===== src/rtl/adaptor_pic_spi_pkg.sv =====
// Purpose: shared types and constants for the adaptor-board PIC SPI target.
// Latency: n/a (declarations only).
// Backpressure: n/a.
// Contents: default frame width, FSM state enum, bit-counter width helpers.
package adaptor_pic_spi_pkg;

  localparam int WORD_W_DEF = 16;

  // The bit counter must hold WORD_W+1, so an overlong frame stays
  // distinguishable from a correct one.
  localparam int BIT_CNT_W = $clog2(WORD_W_DEF + 2);

  typedef enum logic [1:0] {
    WAIT_IDLE = 2'd0,
    IDLE      = 2'd1,
    SHIFT     = 2'd2
  } state_e;

  function automatic int bit_cnt_width(input int word_w);
    return $clog2(word_w + 2);
  endfunction

endpackage


===== src/rtl/pic_spi_pin_cond.sv =====
// Purpose: condition one asynchronous SPI pin: synchroniser, optional glitch filter, edge detect.
// Latency: edge pulses appear SYNC_STAGES (+FILTER_LEN when filtered) cycles after the pin changes.
// Backpressure: none; free-running sampler.
// Ports: i_clk, i_rst_n (sync, active-low), i_pin (async pin), o_level (conditioned level),
//        o_rise/o_fall (one-cycle edge strobes), o_settled (reset values flushed from the pipeline).
// Macro: PIC_SPI_TGT_GLITCH_FILTER_EN compiles in the FILTER_LEN-sample glitch filter.
module pic_spi_pin_cond #(
  parameter int   SYNC_STAGES = 2,
  parameter int   FILTER_LEN  = 4,
  parameter logic RST_VAL     = 1'b0
) (
  input  logic i_clk,
  input  logic i_rst_n,
  input  logic i_pin,
  output logic o_level,
  output logic o_rise,
  output logic o_fall,
  output logic o_settled
);

`ifdef PIC_SPI_TGT_GLITCH_FILTER_EN
  localparam bit FILTER_EN = 1'b1;
`else
  localparam bit FILTER_EN = 1'b0;
`endif

  // Cycles until every stage holding a reset value has been overwritten
  // by a real pin sample.
  localparam int FILT_DEPTH = FILTER_EN ? FILTER_LEN : 0;
  localparam int SETTLE_CYC = SYNC_STAGES + FILT_DEPTH;
  localparam int SETTLE_W   = $clog2(SETTLE_CYC + 1);

  logic [SYNC_STAGES-1:0] sync_q;
  logic                   synced;
  logic                   filt;
  logic                   prev_q;
  logic [SETTLE_W-1:0]    settle_q;

  always_ff @(posedge i_clk) begin
    if (!i_rst_n) begin
      sync_q <= {SYNC_STAGES{RST_VAL}};
    end else begin
      sync_q <= {sync_q[SYNC_STAGES-2:0], i_pin};
    end
  end

  assign synced = sync_q[SYNC_STAGES-1];

`ifdef PIC_SPI_TGT_GLITCH_FILTER_EN
  localparam int FCNT_W = $clog2(FILTER_LEN + 1);

  logic [FCNT_W-1:0] fcnt_q;
  logic              filt_q;

  // Count consecutive samples that disagree with the filtered level; any
  // agreeing sample restarts the run, so short pulses never get through.
  always_ff @(posedge i_clk) begin
    if (!i_rst_n) begin
      filt_q <= RST_VAL;
      fcnt_q <= '0;
    end else if (synced == filt_q) begin
      fcnt_q <= '0;
    end else if (fcnt_q == FCNT_W'(FILTER_LEN - 1)) begin
      filt_q <= synced;
      fcnt_q <= '0;
    end else begin
      fcnt_q <= fcnt_q + 1'b1;
    end
  end

  assign filt = filt_q;
`else
  assign filt = synced;
`endif

  always_ff @(posedge i_clk) begin
    if (!i_rst_n) begin
      prev_q   <= RST_VAL;
      settle_q <= '0;
    end else begin
      prev_q <= filt;
      if (settle_q != SETTLE_W'(SETTLE_CYC)) begin
        settle_q <= settle_q + 1'b1;
      end
    end
  end

  assign o_level   = filt;
  assign o_rise    = filt & ~prev_q;
  assign o_fall    = ~filt & prev_q;
  assign o_settled = (settle_q == SETTLE_W'(SETTLE_CYC));

endmodule


===== src/rtl/adaptor_pic_spi_target.sv =====
// Purpose: SPI responder standing in for the adaptor-board PIC; deserialises WORD_W-bit frames MSB-first.
// Latency: rx_valid/frame_err and DO updates land SYNC_STAGES+1 cycles (+FILTER_LEN if filtered) after the pin edge.
// Backpressure: none; the master owns the link, results are one-cycle strobes that must be taken when seen.
// Ports: i_clk, i_rst_n (sync, active-low); i_PIC_SC/i_PIC_CS/i_PIC_DI pins in, o_PIC_DO pin out;
//        i_tx_data response word (captured at CS fall); o_rx_data/o_rx_valid received word;
//        o_frame_err bad-length strobe; o_busy high during a frame.
// Macro: PIC_SPI_TGT_GLITCH_FILTER_EN enables the per-pin glitch filter.
module adaptor_pic_spi_target
  import adaptor_pic_spi_pkg::*;
#(
  parameter int WORD_W      = WORD_W_DEF,
  parameter int SYNC_STAGES = 2,
  parameter int FILTER_LEN  = 4
) (
  input  logic              i_clk,
  input  logic              i_rst_n,
  input  logic              i_PIC_SC,
  input  logic              i_PIC_CS,
  input  logic              i_PIC_DI,
  output logic              o_PIC_DO,
  input  logic [WORD_W-1:0] i_tx_data,
  output logic [WORD_W-1:0] o_rx_data,
  output logic              o_rx_valid,
  output logic              o_frame_err,
  output logic              o_busy
);

  localparam int CNT_W = (WORD_W == WORD_W_DEF) ? BIT_CNT_W : bit_cnt_width(WORD_W);

  logic sc_level, sc_rise, sc_fall, sc_settled;
  logic cs_level, cs_rise, cs_fall, cs_settled;
  logic di_level, di_rise, di_fall, di_settled;

  // Pin idle levels: SC and CS high, DI low.
  pic_spi_pin_cond #(.SYNC_STAGES(SYNC_STAGES), .FILTER_LEN(FILTER_LEN), .RST_VAL(1'b1)) u_sc (
    .i_clk(i_clk), .i_rst_n(i_rst_n), .i_pin(i_PIC_SC),
    .o_level(sc_level), .o_rise(sc_rise), .o_fall(sc_fall), .o_settled(sc_settled)
  );

  pic_spi_pin_cond #(.SYNC_STAGES(SYNC_STAGES), .FILTER_LEN(FILTER_LEN), .RST_VAL(1'b1)) u_cs (
    .i_clk(i_clk), .i_rst_n(i_rst_n), .i_pin(i_PIC_CS),
    .o_level(cs_level), .o_rise(cs_rise), .o_fall(cs_fall), .o_settled(cs_settled)
  );

  pic_spi_pin_cond #(.SYNC_STAGES(SYNC_STAGES), .FILTER_LEN(FILTER_LEN), .RST_VAL(1'b0)) u_di (
    .i_clk(i_clk), .i_rst_n(i_rst_n), .i_pin(i_PIC_DI),
    .o_level(di_level), .o_rise(di_rise), .o_fall(di_fall), .o_settled(di_settled)
  );

  // Only the CS settle flag and the DI level drive the FSM.
  logic unused_pins;
  assign unused_pins = &{1'b0, sc_level, sc_settled, di_rise, di_fall, di_settled};

  state_e            state_q, state_d;
  logic [CNT_W-1:0]  bit_cnt_q, bit_cnt_d;
  logic [WORD_W-1:0] rx_shift_q, rx_shift_d;
  logic [WORD_W-1:0] tx_shift_q, tx_shift_d;
  logic              do_q, do_d;
  logic [WORD_W-1:0] rx_data_q, rx_data_d;
  logic              rx_valid_q, rx_valid_d;
  logic              frame_err_q, frame_err_d;

  always_ff @(posedge i_clk) begin
    if (!i_rst_n) begin
      state_q     <= WAIT_IDLE;
      bit_cnt_q   <= '0;
      rx_shift_q  <= '0;
      tx_shift_q  <= '0;
      do_q        <= 1'b0;
      rx_data_q   <= '0;
      rx_valid_q  <= 1'b0;
      frame_err_q <= 1'b0;
    end else begin
      state_q     <= state_d;
      bit_cnt_q   <= bit_cnt_d;
      rx_shift_q  <= rx_shift_d;
      tx_shift_q  <= tx_shift_d;
      do_q        <= do_d;
      rx_data_q   <= rx_data_d;
      rx_valid_q  <= rx_valid_d;
      frame_err_q <= frame_err_d;
    end
  end

  always_comb begin
    state_d     = state_q;
    bit_cnt_d   = bit_cnt_q;
    rx_shift_d  = rx_shift_q;
    tx_shift_d  = tx_shift_q;
    do_d        = do_q;
    rx_data_d   = rx_data_q;
    rx_valid_d  = 1'b0;
    frame_err_d = 1'b0;

    unique case (state_q)
      // The synchroniser comes out of reset claiming CS is high. Wait until
      // the reset values have been flushed and CS is genuinely high, so a
      // reset released mid-frame cannot start a partial frame.
      WAIT_IDLE: begin
        do_d = 1'b0;
        if (cs_settled && cs_level) begin
          state_d = IDLE;
        end
      end

      IDLE: begin
        do_d = 1'b0;
        if (cs_fall) begin
          tx_shift_d = i_tx_data;
          bit_cnt_d  = '0;
          rx_shift_d = '0;
          do_d       = i_tx_data[WORD_W-1];
          state_d    = SHIFT;
        end
      end

      SHIFT: begin
        // CS rise takes priority; an SC edge in the same cycle is dropped.
        if (cs_rise) begin
          if (bit_cnt_q == CNT_W'(WORD_W)) begin
            rx_data_d  = rx_shift_q;
            rx_valid_d = 1'b1;
          end else begin
            frame_err_d = 1'b1;
          end
          do_d    = 1'b0;
          state_d = IDLE;
        end else if (sc_fall) begin
          rx_shift_d = {rx_shift_q[WORD_W-2:0], di_level};
          // Saturate one past WORD_W so overlong frames stay flagged.
          if (bit_cnt_q != CNT_W'(WORD_W + 1)) begin
            bit_cnt_d = bit_cnt_q + 1'b1;
          end
        end else if (sc_rise && (bit_cnt_q != '0)) begin
          tx_shift_d = {tx_shift_q[WORD_W-2:0], 1'b0};
          do_d       = (bit_cnt_q >= CNT_W'(WORD_W)) ? 1'b0 : tx_shift_q[WORD_W-2];
        end
      end

      default: begin
        state_d = WAIT_IDLE;
      end
    endcase
  end

  assign o_PIC_DO    = do_q;
  assign o_rx_data   = rx_data_q;
  assign o_rx_valid  = rx_valid_q;
  assign o_frame_err = frame_err_q;
  assign o_busy      = (state_q == SHIFT);

endmodule


===== config.mk =====
export PLATFORM = sky130hd
export DESIGN_NAME = adaptor_pic_spi_target
export DESIGN_NICKNAME = d
export VERILOG_FILES = /design/src/rtl/adaptor_pic_spi_pkg.sv /design/src/rtl/pic_spi_pin_cond.sv /design/src/rtl/adaptor_pic_spi_target.sv
export SDC_FILE = /design/constraint.sdc
export NUM_CORES = 1
export LEC_CHECK = 0
export ABC_CLOCK_PERIOD_IN_PS = 2900
export CAP_MARGIN = 20
export CELL_PAD_IN_SITES_DETAIL_PLACEMENT = 1
export CELL_PAD_IN_SITES_GLOBAL_PLACEMENT = 1
export CORE_MARGIN = 4
export CORE_UTILIZATION = 43
export CTS_BUF_LIST = sky130_fd_sc_hd__clkbuf_4
export DETAILED_ROUTE_END_ITERATION = 8
export PLACE_DENSITY = 0.83
export RECOVER_POWER = 25
export SLEW_MARGIN = 40
export SYNTH_ARGS = -nofsm -noshare
export SYNTH_HDL_FRONTEND = slang
export SYNTH_SLANG_ARGS = --single-unit

===== constraint.sdc =====
create_clock -name i_clk -period 2.9 [get_ports i_clk]
set_input_delay 0.87 -clock i_clk [delete_from_list [all_inputs] [get_ports i_clk]]
set_output_delay 0.87 -clock i_clk [all_outputs]
set_load 0.01 [all_outputs]

* Word-level counts from Yosys, hierarchy flattened *
Index checks and enable logic that the tools add are counted.

operators by class
  equal/unequal tests = 16
  bitwise operators = 8
  reductions and logical operators = 13
  mux-type cells = 26
  add/subtract/negate cells = 2
  magnitude comparators = 1

operators with widths
  kind                 number
  $mux 15              4
  $mux 16              3
  $pmux 16 s2          1
  $pmux 15 s2          1
  $mux 5               4
  $reduce_and 3->1     4
  $ne 2x2->1 const B   5
  $pmux 5 s2           1
  $reduce_and 5->1     2
  $ne 2x1->1 const B   4
  $mux 1               7
  $mux 2               3
  $pmux 2 s3           1
  $add 5x1->5 const B  1
  $eq 5x5->1 const B   1
  $ge 5x5->1 const B   1
  $ne 5x5->1 const B   1
  $reduce_bool 5->1    1
  $and 1x1->1          4
  $eq 2x2->1 const B   2
  $not 1->1            4
  $reduce_and 4->1     1
  $ne 3x1->1 const B   1
  $ne 3x2->1 const B   1
  other kinds (7)      8

storage, ports and cells
  word-level logic and storage cells = 80
  bits in registers = 67

* Longest topological paths before layout *
Gate-level depths: netlist of run 1.

  word-level depth = 7
  mapped depth = 9
  depth with buffers taken out = 6

* Modules after synthesis *
From an unflattened synthesis of run 1, not the netlist that was laid out.

second synthesis, totals
  cell total of the unflattened synthesis = 357
  area total of the unflattened synthesis = 3,168.0 µm²

modules (own cells, without submodules)
  module                  instances  seq. area each (µm²)  area each (µm²)  cells each
  adaptor_pic_spi_target  1          1,141.1               2,578.7          303
  pic_spi_pin_cond        3          100.1                 196.4            18

* Least setup slack after synthesis of run 1 *
No wires, ideal clock.

  path kind = reg2reg
  start = register state_q[0]
  end = register bit_cnt_q[2]
  setup time = 0.072 ns
  period minus slack after synthesis = 2.114 ns
  data required time = 2.828 ns
  cell stages (with the launch flop) = 10
  data arrival time = 2.042 ns
  setup slack = 0.786 ns
  buffers on the path = 3
  cell sequence = dfxtp_1 -> inv_1 -> ha_1 -> buf_2 -> and3b_1 -> clkbuf_1 -> a211o_1 -> buf_2 -> nor4b_2 -> mux2i_1

between the ends
  cells in the longest elaborated chain, start to end = 3
  elaborated cells on any way between the ends = 9
  classes of those cells = 6 x eq/ne; 1 x mux; 2 x reduce/logical

ends and longest elaborated chain
  item                                                 line                          source
  start: declaration                                   adaptor_pic_spi_target.sv:54  state_e state_q, state_d;
  start signal: assignment                             adaptor_pic_spi_target.sv:74  state_q <= state_d;
  $eq 2x2->1 (*)                                       --
  net o_busy                                           adaptor_pic_spi_target.sv:25  output logic o_busy
  $ne 2x1->1 (no source line) (tied with other cells)  --
  $reduce_and 5->1 (no source line)                    --
  end signal: assignment                               adaptor_pic_spi_target.sv:75  bit_cnt_q <= bit_cnt_d;
  end: declaration                                     adaptor_pic_spi_target.sv:55  logic [CNT_W-1:0] bit_cnt_q, bit_cnt_d;

Mark *: on every way through the listed nets, which the timed path passes. The rest lies on a longest branch.
A chain may end at the register's enable or synchronous reset.

* Worst setup path after layout of run 1 *
  start = register state_q[0]
  end = output port o_busy

between the ends
  cells in the longest elaborated chain, start to end = 1

ends and longest elaborated chain
  item              line                           source
  $eq 2x2->1        adaptor_pic_spi_target.sv:150  assign o_busy = (state_q == SHIFT);
  end: declaration  adaptor_pic_spi_target.sv:25

Every way passes these cells.

==> results.toml, run 1 <==
[die]
die_w_um = 89.2
die_h_um = 89.2
core_area_um2 = 6390
dieArea_um2 = 7960
ios = 41
num_rows = 29
initial_utilization_pct = 44.4

[cts]
cts_hold_buf = 0
insertion_delay_ns = 0.42
cts.sinks = 67
cts_resized = 0
clk_pin_slew_ns = 0.12
clockBufferDepth = 2
htree_levels = 3
cts_setup_buffers = 0
clock_tree.root_cell = "clkbuf_4"
cts_tree = "yes"
cts_made_buffers = 9

[global_route]
overflow = 0
grt_usage_pct = 18.1
grt_pass1_vias = 2305
antenna_found_initial = 0
grt_first_pass_wirelength_um = 11100
grt_max_degree = 41

[worst_setup_path]
cp-end-kind = "output pin"
crit_chain = "inv_1 -> ha_2 -> clkdlybuf4s50_1"
rrSetupSlack_ns = 0.66
cp_data_arrival_time_ns = 1.70
r2r-end = "rx_shift_q[2]$_SDFFE_PN0P_"
r2r_cells = 6
slowest_delay_ns = 0.56
path_depth = 3
crit_fanout = 4
cp-endpoint = "o_busy"
start_kind = "register"
cp.required_ns = 2.03
critPathKind = "register to output pin"
r2r_start = "state_q[0]$_SDFFE_PN0P_"
slowest_stage = "clkdlybuf4s50_1"
path_buf_inv = 2
crit_family = "buffers and inverters"
crit_start = "state_q[0]$_SDFFE_PN0P_"

[layout]
finalNetCount = 365
drive_gt1_share_pct = 8.80
final_cell_mix = "67 x dfxtp_1, 39 x clkdlybuf4s50_1, 34 x mux2i_1, 34 x a21oi_1, 24 x nor2_1"
final_common_cell = "dfxtp_1"
antenna_cells = 0
synthToLayoutAreaGrowth_pct = 21.9
nFillCells = 747

[timing]
fmax_mhz = 389
hold_viol = 0
rsz0062_at_grt = "no"
max_slew.worst_pin.slew_ns = 0.776
timing.setup.tns_ns = 0
setup_violations = 0
max-slew-margin-rel_pct = 48.2
final_max_slew_viol_count = 0
clock_skew_ns = 0.0140
timing.final.crit_period_ns = 2.57
finalCritPeriodShare_pct = 88.6

[power]
p_int_w = 0.00156
p_comb_share_pct = 22.3
power_w = 0.00228
switching_power_w = 0.000715
clkPwrFrac_pct = 30.7
power_density_nw_per_um2 = 658
p_leak_nw = 1.28
ir_drop_v = 0.000312
switching_share_pct = 31.4
seqPwrFrac_pct = 47.0

[placement]
dpl.hpwl_um = 4520
io_buffer_count = 40
gp_congestion = 0.799

[run]
cap_violations = 0

[detailed_routing]
ant_nets = 0
dr.pass1.iters = 4
finalWirelength_um = 6660
num_vias = 2399
wire_per_inst_um = 15.9
first_iter_violations = 92
via_per_inst = 5.74
drc = 0

[logic_synthesis]
synth_fp_nets = 331
netlist_instances = 302
seq_area_frac_synth_pct = 47.3
syn_avg_cell_area_um2 = 9.40
yosysTopAreaCellShare_pct = 47.3
ys_warn_count = 0
ys_ff_latch = 67
async_reset_ff_share_pct = 0
ys_top_cells_by_area = "dfxtp_1 47%, mux2i_1 12%, a21oi_1 6.0%"
yosysTopAreaCell = "dfxtp_1"
synth_ff_type = "dfxtp_1"
synth_edf_count = 0
ys_types = 40
syn_area_um2 = 2840

[outcome]
outcome = "complete, no violations"

[min_path]
hp-class = "register to register"
worstHoldStart = "u_sc.sync_q[0]$_SDFF_PN1_"
==> flip-flops by register name (all words and copies together), names as in the netlist <==
name / count
u_cs.sync_q: 2
o_rx_valid: 1
u_sc.sync_q: 2
tx_shift_q: 15
o_PIC_DO: 1
rx_shift_q: 16
u_cs.prev_q: 1
o_rx_data: 16
u_sc.prev_q: 1
state_q: 2
bit_cnt_q: 5
u_di.sync_q: 2
o_frame_err: 1
u_cs.settle_q: 2
==> worst min-delay path by stage <==
stage | endpoint | cells past startpoint
floorplan | u_cs.sync_q[1]$_SDFF_PN1_ | 1
global placement | u_sc.sync_q[1]$_SDFF_PN1_ | 1
detailed placement | u_sc.sync_q[1]$_SDFF_PN1_ | 1
CTS | u_sc.sync_q[1]$_SDFF_PN1_ | 1
global route | u_sc.sync_q[1]$_SDFF_PN1_ | 1
finish | u_sc.sync_q[1]$_SDFF_PN1_ | 1
==> stage by stage <==
stage | instance area (µm²) | worst slack, ns | hold WS [ns] | util (%) | std cells
2_1_floorplan | 2840 | 0.786 | 0.386 | - | 302
3_3_place_gp | 3310 | 0.641 | 0.388 | 51.9 | 402
6_report | 3460 | 0.330 | 0.428 | 54.2 | 418
5_1_grt | 3460 | 0.278 | 0.440 | 54.2 | 418
4_1_cts | 3480 | 0.324 | 0.432 | 54.4 | 418
3_5_place_dp | 3320 | 0.560 | 0.407 | 52.0 | 402
==> synth_stat cells, types with 2 or more instances <==
cell type,instances
a211o_1,2
a211oi_1,15
a21oi_1,34
and2_1,2
buf_2,8
clkbuf_1,15
dfxtp_1,67
ha_1,8
inv_1,9
mux2i_1,34
nand2_1,8
nand2b_1,8
nand3_1,6
nand4_1,17
nor2_1,24
nor4_1,2
o21ai_0,17
o21ai_1,2
o31ai_1,2
or4_1,2
==> layer usage <==
| metal | vias to the layer above | part of all wire (%) | GRT usage, % |
|---|---|---|---|
| li1 | 1168 | - | - |
| met1 | 1170 | 48 | 23.7 |
| met2 | 49 | 46 | 28.1 |
| met3 | 12 | 4.3 | 3.87 |
| met4 | 0 | 2.0 | 9.20 |
| met5 | - | 0 | 0 |
==> power groups by stage <==
stage	Clock [W]	Sequential (W)	Combinational (W)
floorplan	0	0.00107	0.000378
global placement	0	0.00109	0.000491
detailed placement	0	0.00109	0.000515
CTS	0.000716	0.00107	0.000514
global route	0.000763	0.00108	0.000578
finish	0.000698	0.00107	0.000508
==> cell type report <==
cell class              count  area, µm²  area share, %
inverters                  10       37.5           1.09
clock buffers               9       67.6           1.95
well taps                  77       96.3           2.79
repair buffers             47        447           12.9
clock inverters             7       91.3           2.64
flip-flops and latches     67       1340           38.8
multi-input cells         201       1380           39.8
==> cells by family after synthesis <==
kind of cell | synth area share [%]
AO/OA/AOI/OAI | 17.2
XOR/XNOR | 0.309
adder cells (fa/ha/maj) | 3.53
buffers and inverters | 4.85
flip-flops | 47.3
multiplexers | 12.0
AND/OR/NAND/NOR | 14.9
(Power assumes the default switching activity.)
==> run 2: changes to the inputs <==
--- a/config.mk
+++ b/config.mk
@@ -7,13 +7,11 @@
 export LEC_CHECK = 0
 export ABC_CLOCK_PERIOD_IN_PS = 2900
 export CAP_MARGIN = 20
-export CELL_PAD_IN_SITES_DETAIL_PLACEMENT = 1
-export CELL_PAD_IN_SITES_GLOBAL_PLACEMENT = 1
 export CORE_MARGIN = 4
-export CORE_UTILIZATION = 43
+export CORE_UTILIZATION = 50
 export CTS_BUF_LIST = sky130_fd_sc_hd__clkbuf_4
 export DETAILED_ROUTE_END_ITERATION = 8
-export PLACE_DENSITY = 0.83
+export PLACE_DENSITY = 0.75
 export RECOVER_POWER = 25
 export SLEW_MARGIN = 40
 export SYNTH_ARGS = -nofsm -noshare
==> run 2 against run 1 <==
  * Clock skew up 0.0032 ns
  * Global-route usage fell by 0.73 points
  * Largest cell class unchanged
  * Total power down 6.9%
  * Count of clock-buffer cells in the layout unchanged
==> results.toml, run 2 (synthesized netlist as in run 1, its figures left out) <==
[cts]
clockBufferDepth = 2
cts_resized = 0
cts_made_buffers = 9
clk_pin_slew_ns = 0.11
clock_tree.root_cell = "clkbuf_4"
cts_hold_buf = 0
cts.sinks = 67
cts_setup_buffers = 0
cts_tree = "yes"
htree_levels = 3
insertion_delay_ns = 0.42

[layout]
final_common_cell = "dfxtp_1"
final_cell_mix = "67 x dfxtp_1, 37 x clkdlybuf4s50_1, 34 x mux2i_1, 34 x a21oi_1, 24 x nor2_1"
seq_area_um2 = 1340
multi_input_area_um2 = 1380
fin_util_pct = 61.8
drive_gt1_share_pct = 7.99
finalNetCount = 362
design_area_um2 = 3400
synthToLayoutAreaGrowth_pct = 19.9
antenna_cells = 0
nFillCells = 472

[global_route]
grt_max_degree = 46
grt_usage_pct = 17.4
antenna_found_initial = 0
overflow = 0
grt_pass1_vias = 2283
grt_first_pass_wirelength_um = 10100

[timing]
timing.setup.tns_ns = 0
setup_violations = 0
rsz0062_at_grt = "no"
max-slew-margin-rel_pct = 49.6
max_slew.worst_pin.slew_ns = 0.756
finalWorstSetupSlack_ns = 0.440
whs_ns = 0.425
finalCritPeriodShare_pct = 84.8
fmax_mhz = 406
clock_skew_ns = 0.0171
final_max_slew_viol_count = 0
hold_viol = 0
timing.final.crit_period_ns = 2.46

[worst_setup_path]
start_kind = "register"
crit_fanout = 4
rrSetupSlack_ns = 0.50
critPathKind = "register to output pin"
slowest_delay_ns = 0.49
crit_chain = "inv_1 -> ha_1 -> clkdlybuf4s50_1"
crit_family = "buffers and inverters"
path_buf_inv = 2
cp-end-kind = "output pin"
slowest_stage = "clkdlybuf4s50_1"
cp_data_arrival_time_ns = 1.59
cp.required_ns = 2.03

[detailed_routing]
via_per_inst = 5.73
ant_nets = 0
wire_per_inst_um = 14.2
first_iter_violations = 146
finalWirelength_um = 5800
num_vias = 2348
dr.pass1.iters = 4
drc = 0

[min_path]
hp-class = "register to register"

[placement]
post-place-ws_ns = 0.535
dpl.hpwl_um = 3780
placedInstanceArea_um2 = 3300
gp_congestion = 0.837
io_buffer_count = 40

[outcome]
outcome = "complete, no violations"

[die]
initial_utilization_pct = 51.5
core_area_um2 = 5510
die_h_um = 83.3
num_rows = 27
dieArea_um2 = 6940
die_w_um = 83.3
ios = 41

[power]
p_leak_nw = 1.26
power_density_nw_per_um2 = 623
ir_drop_v = 0.000361

[run]
cap_violations = 0
## run 2: final cells by class
class / instances / share of cell area (%)
tap: 72 / 2.65
timing repair buffer: 44 / 12.8
clock inverter: 7 / 1.54
multi-input combinational: 201 / 40.5
clock buffer: 9 / 1.99
inverter: 10 / 1.10
sequential: 67 / 39.4
## run 2: worst paths after layout
kind,startpoint,cells after the start,end
worst max-delay path,state_q[0]$_SDFFE_PN0P_,3,o_busy
worst min register to register,u_cs.sync_q[0]$_SDFF_PN1_,1,u_cs.sync_q[1]$_SDFF_PN1_
worst min-delay path,u_cs.sync_q[0]$_SDFF_PN1_,1,u_cs.sync_q[1]$_SDFF_PN1_
worst max register to register,state_q[0]$_SDFFE_PN0P_,6,tx_shift_q[14]$_SDFFE_PN0P_
## run 2: power by group
part	leakage (nW)	total (W)	switching, W	internal [W]
Sequential	0.544	0.00107	0.0000543	0.00102
Clock	0.0667	0.000543	0.000361	0.000182
Combinational	0.654	0.000506	0.000301	0.000206
## run 2: worst register-to-register path, cell delays in order (launching register included)
cell and delay [ns]:
dfxtp_1 0.40, inv_1 0.08, ha_1 0.22, and3b_1 0.24, a211o_1 0.54, a21oi_2 0.62, a211oi_1 0.16
## run 2: routing by layer
layer  share of wire [%]  wire [µm]  track usage (%)
met2                  45       2630             27.6
met3                 4.6        267             3.67
met1                  48       2790             22.2
met4                 2.2        125             8.92
met5                   0          0                0
## run 2: per-stage QoR
stage / power, W / std cells
floorplan: 0.00145 / 302
global placement: 0.00158 / 394
detailed placement: 0.00160 / 394
CTS: 0.00214 / 410
global route: 0.00225 / 410
finish: 0.00212 / 410
==> edit (settings of run 2) <==
Add an input register stage for `i_PIC_SC`, `i_PIC_CS`, `i_PIC_DI` and `i_tx_data`; this delays them by one clock.
--- a/src/rtl/adaptor_pic_spi_target.sv
+++ b/src/rtl/adaptor_pic_spi_target.sv
@@ -27,23 +27,35 @@
 
   localparam int CNT_W = (WORD_W == WORD_W_DEF) ? BIT_CNT_W : bit_cnt_width(WORD_W);
 
+  logic i_PIC_SC_q;
+  logic i_PIC_CS_q;
+  logic i_PIC_DI_q;
+  logic [WORD_W-1:0] i_tx_data_q;
+
+  always_ff @(posedge i_clk) begin
+    i_PIC_SC_q  <= i_PIC_SC;
+    i_PIC_CS_q  <= i_PIC_CS;
+    i_PIC_DI_q  <= i_PIC_DI;
+    i_tx_data_q <= i_tx_data;
+  end
+
   logic sc_level, sc_rise, sc_fall, sc_settled;
   logic cs_level, cs_rise, cs_fall, cs_settled;
   logic di_level, di_rise, di_fall, di_settled;
 
   // Pin idle levels: SC and CS high, DI low.
   pic_spi_pin_cond #(.SYNC_STAGES(SYNC_STAGES), .FILTER_LEN(FILTER_LEN), .RST_VAL(1'b1)) u_sc (
-    .i_clk(i_clk), .i_rst_n(i_rst_n), .i_pin(i_PIC_SC),
+    .i_clk(i_clk), .i_rst_n(i_rst_n), .i_pin(i_PIC_SC_q),
     .o_level(sc_level), .o_rise(sc_rise), .o_fall(sc_fall), .o_settled(sc_settled)
   );
 
   pic_spi_pin_cond #(.SYNC_STAGES(SYNC_STAGES), .FILTER_LEN(FILTER_LEN), .RST_VAL(1'b1)) u_cs (
-    .i_clk(i_clk), .i_rst_n(i_rst_n), .i_pin(i_PIC_CS),
+    .i_clk(i_clk), .i_rst_n(i_rst_n), .i_pin(i_PIC_CS_q),
     .o_level(cs_level), .o_rise(cs_rise), .o_fall(cs_fall), .o_settled(cs_settled)
   );
 
   pic_spi_pin_cond #(.SYNC_STAGES(SYNC_STAGES), .FILTER_LEN(FILTER_LEN), .RST_VAL(1'b0)) u_di (
-    .i_clk(i_clk), .i_rst_n(i_rst_n), .i_pin(i_PIC_DI),
+    .i_clk(i_clk), .i_rst_n(i_rst_n), .i_pin(i_PIC_DI_q),
     .o_level(di_level), .o_rise(di_rise), .o_fall(di_fall), .o_settled(di_settled)
   );
 
@@ -106,10 +118,10 @@
       IDLE: begin
         do_d = 1'b0;
         if (cs_fall) begin
-          tx_shift_d = i_tx_data;
+          tx_shift_d = i_tx_data_q;
           bit_cnt_d  = '0;
           rx_shift_d = '0;
-          do_d       = i_tx_data[WORD_W-1];
+          do_d       = i_tx_data_q[WORD_W-1];
           state_d    = SHIFT;
         end
       end
Function: changed (Yosys sat finds a counterexample within 10 cycles, from zero or initial values and one cycle with i_rst_n low).
==> edit against run 2 <==
- power up 24%
- largest cell class is now registers
- sequential cell count up 19
- area after synthesis up 19%
- fmax down 10%
- final cell count up 9.8%
- routed wire length down 5.3%
- cell area up 16%
- worst setup slack worse by 0.29 ns
==> edit: results (changes against run 2) <==
[run_status]
status=completed

[pwr]
vdd_drop_max_mv=0.389  ; +7.9%
clock_power_share=0.276  ; +0.020
intPower_mw=1.89  ; +34%
p_leak_nw=1.78  ; +41%
p_switching_mw=0.738  ; +3.0%
seq_power_mw=1.34  ; +25%

[grt]
grt_usage=0.141  ; -0.0325
grt_max_degree=46  ; unchanged
grt_pass1_wl_mm=9.48  ; -6.0%
grt_pass1_vias=2140  ; -6.3%
grt_antenna_before_repair=0  ; unchanged

[worst_setup_path]
crit_slowest_cell=clkdlybuf4s50_1
rr_endpoint=tx_shift_q[0]
r2r_slack_ns=0.74  ; +0.24 ns
crit_arrival_ns=1.88  ; +0.29 ns
critPathTopFamily=buffers and inverters
critical_path.max_fanout=16  ; +12
cpPeakStageDelay_ns=0.58  ; +0.09 ns

[placement]
place_area_um2=3800  ; +15%
place.port_buffers=40  ; unchanged
dp.cells=434  ; +10%
dpl_worst_slack_ns=0.602  ; +0.0673 ns
dpl.hpwl_mm=3.81  ; +0.77%
place.gp.congestion=0.777  ; -7.2%

[detailed_routing]
viasPerCell=5.14  ; -10%
routed_wl_mm=5.50  ; -5.3%
dr.pass1.iters=4  ; unchanged
first_iter_violations=130  ; -11%
route.vias.total=2314  ; -1.4%

[timing]
whs_ns=0.421  ; -0.00354 ns
finalWorstSetupSlack_ns=0.153  ; -0.286 ns
skew_ns=0.00535  ; -0.0118 ns
relSlewSlack=0.480  ; -0.0157

[logic_synthesis]
yosys.area_share.adder=0.0296  ; -0.00569
synth-seq-area-share=0.509  ; +0.0362
syn_inst=332  ; +9.9%
synth_cell_type_count=39  ; -2.5%
synthTopCellsByCount=86 x dfxtp_1, 53 x nand2_1, 52 x mux2i_1, 25 x nand3_1, 22 x nor2_1
synth_xor_area_frac=0.00259  ; -0.000498
synth_compound_area_frac=0.0362  ; -0.135
synth_area_leaders=dfxtp_1 51%, mux2i_1 15%, nand2_1 5.9%
yosysWarnings=0  ; unchanged
synthMuxAreaShare=0.200  ; +0.0805
syn_nets=361  ; +9.1%
synthArstFlopShare=0  ; unchanged

[finish]
diodes=0  ; unchanged
drive_gt1_frac=0.107  ; +0.0274
nets=397  ; +9.7%

[clocking]
htreeDepth=3  ; unchanged
cts_root_buf=clkbuf_4
clk_pin_slew_ns=0.12
cts_buffers=9  ; unchanged

[min_path]
hold_depth=1  ; unchanged
min_from=u_cs.sync_q[0]
min_to=u_cs.sync_q[1]

edit: cell count changes in the layout (fill, tap and decap cells not counted), sizes merged, moves of 13 or more:
cell | before | now
a211oi | 15 | 2
a21oi | 35 | 3
clkdlybuf4s50 | 37 | 20
dfxtp | 67 | 86
dlygate4sd3 | 3 | 19
mux2 | 0 | 14
mux2i | 34 | 52
nand2 | 8 | 54
nand3 | 6 | 25
nand4 | 17 | 1
o21ai | 19 | 1
edit: per-layer routing:
layer	part of all wire	GRT usage	vias to the layer above
li1	-	-	1199
met4	0.025	0.0804	0
met3	0.041	0.0292	11
met2	0.46	0.225	44
met5	0	0	-
met1	0.47	0.178	1060
edit: area by class of cell:
| class | instances | area (um^2) |
|---|---|---|
| fillers | 557 | 2500 |
| well taps | 77 | 96.3 |
| clock buffers | 9 | 67.6 |
| flip-flops and latches | 86 | 1720 |
| repair buffers | 46 | 439 |
| clock inverters | 7 | 88.8 |
| multi-input cells | 216 | 1510 |
| inverters | 9 | 33.8 |
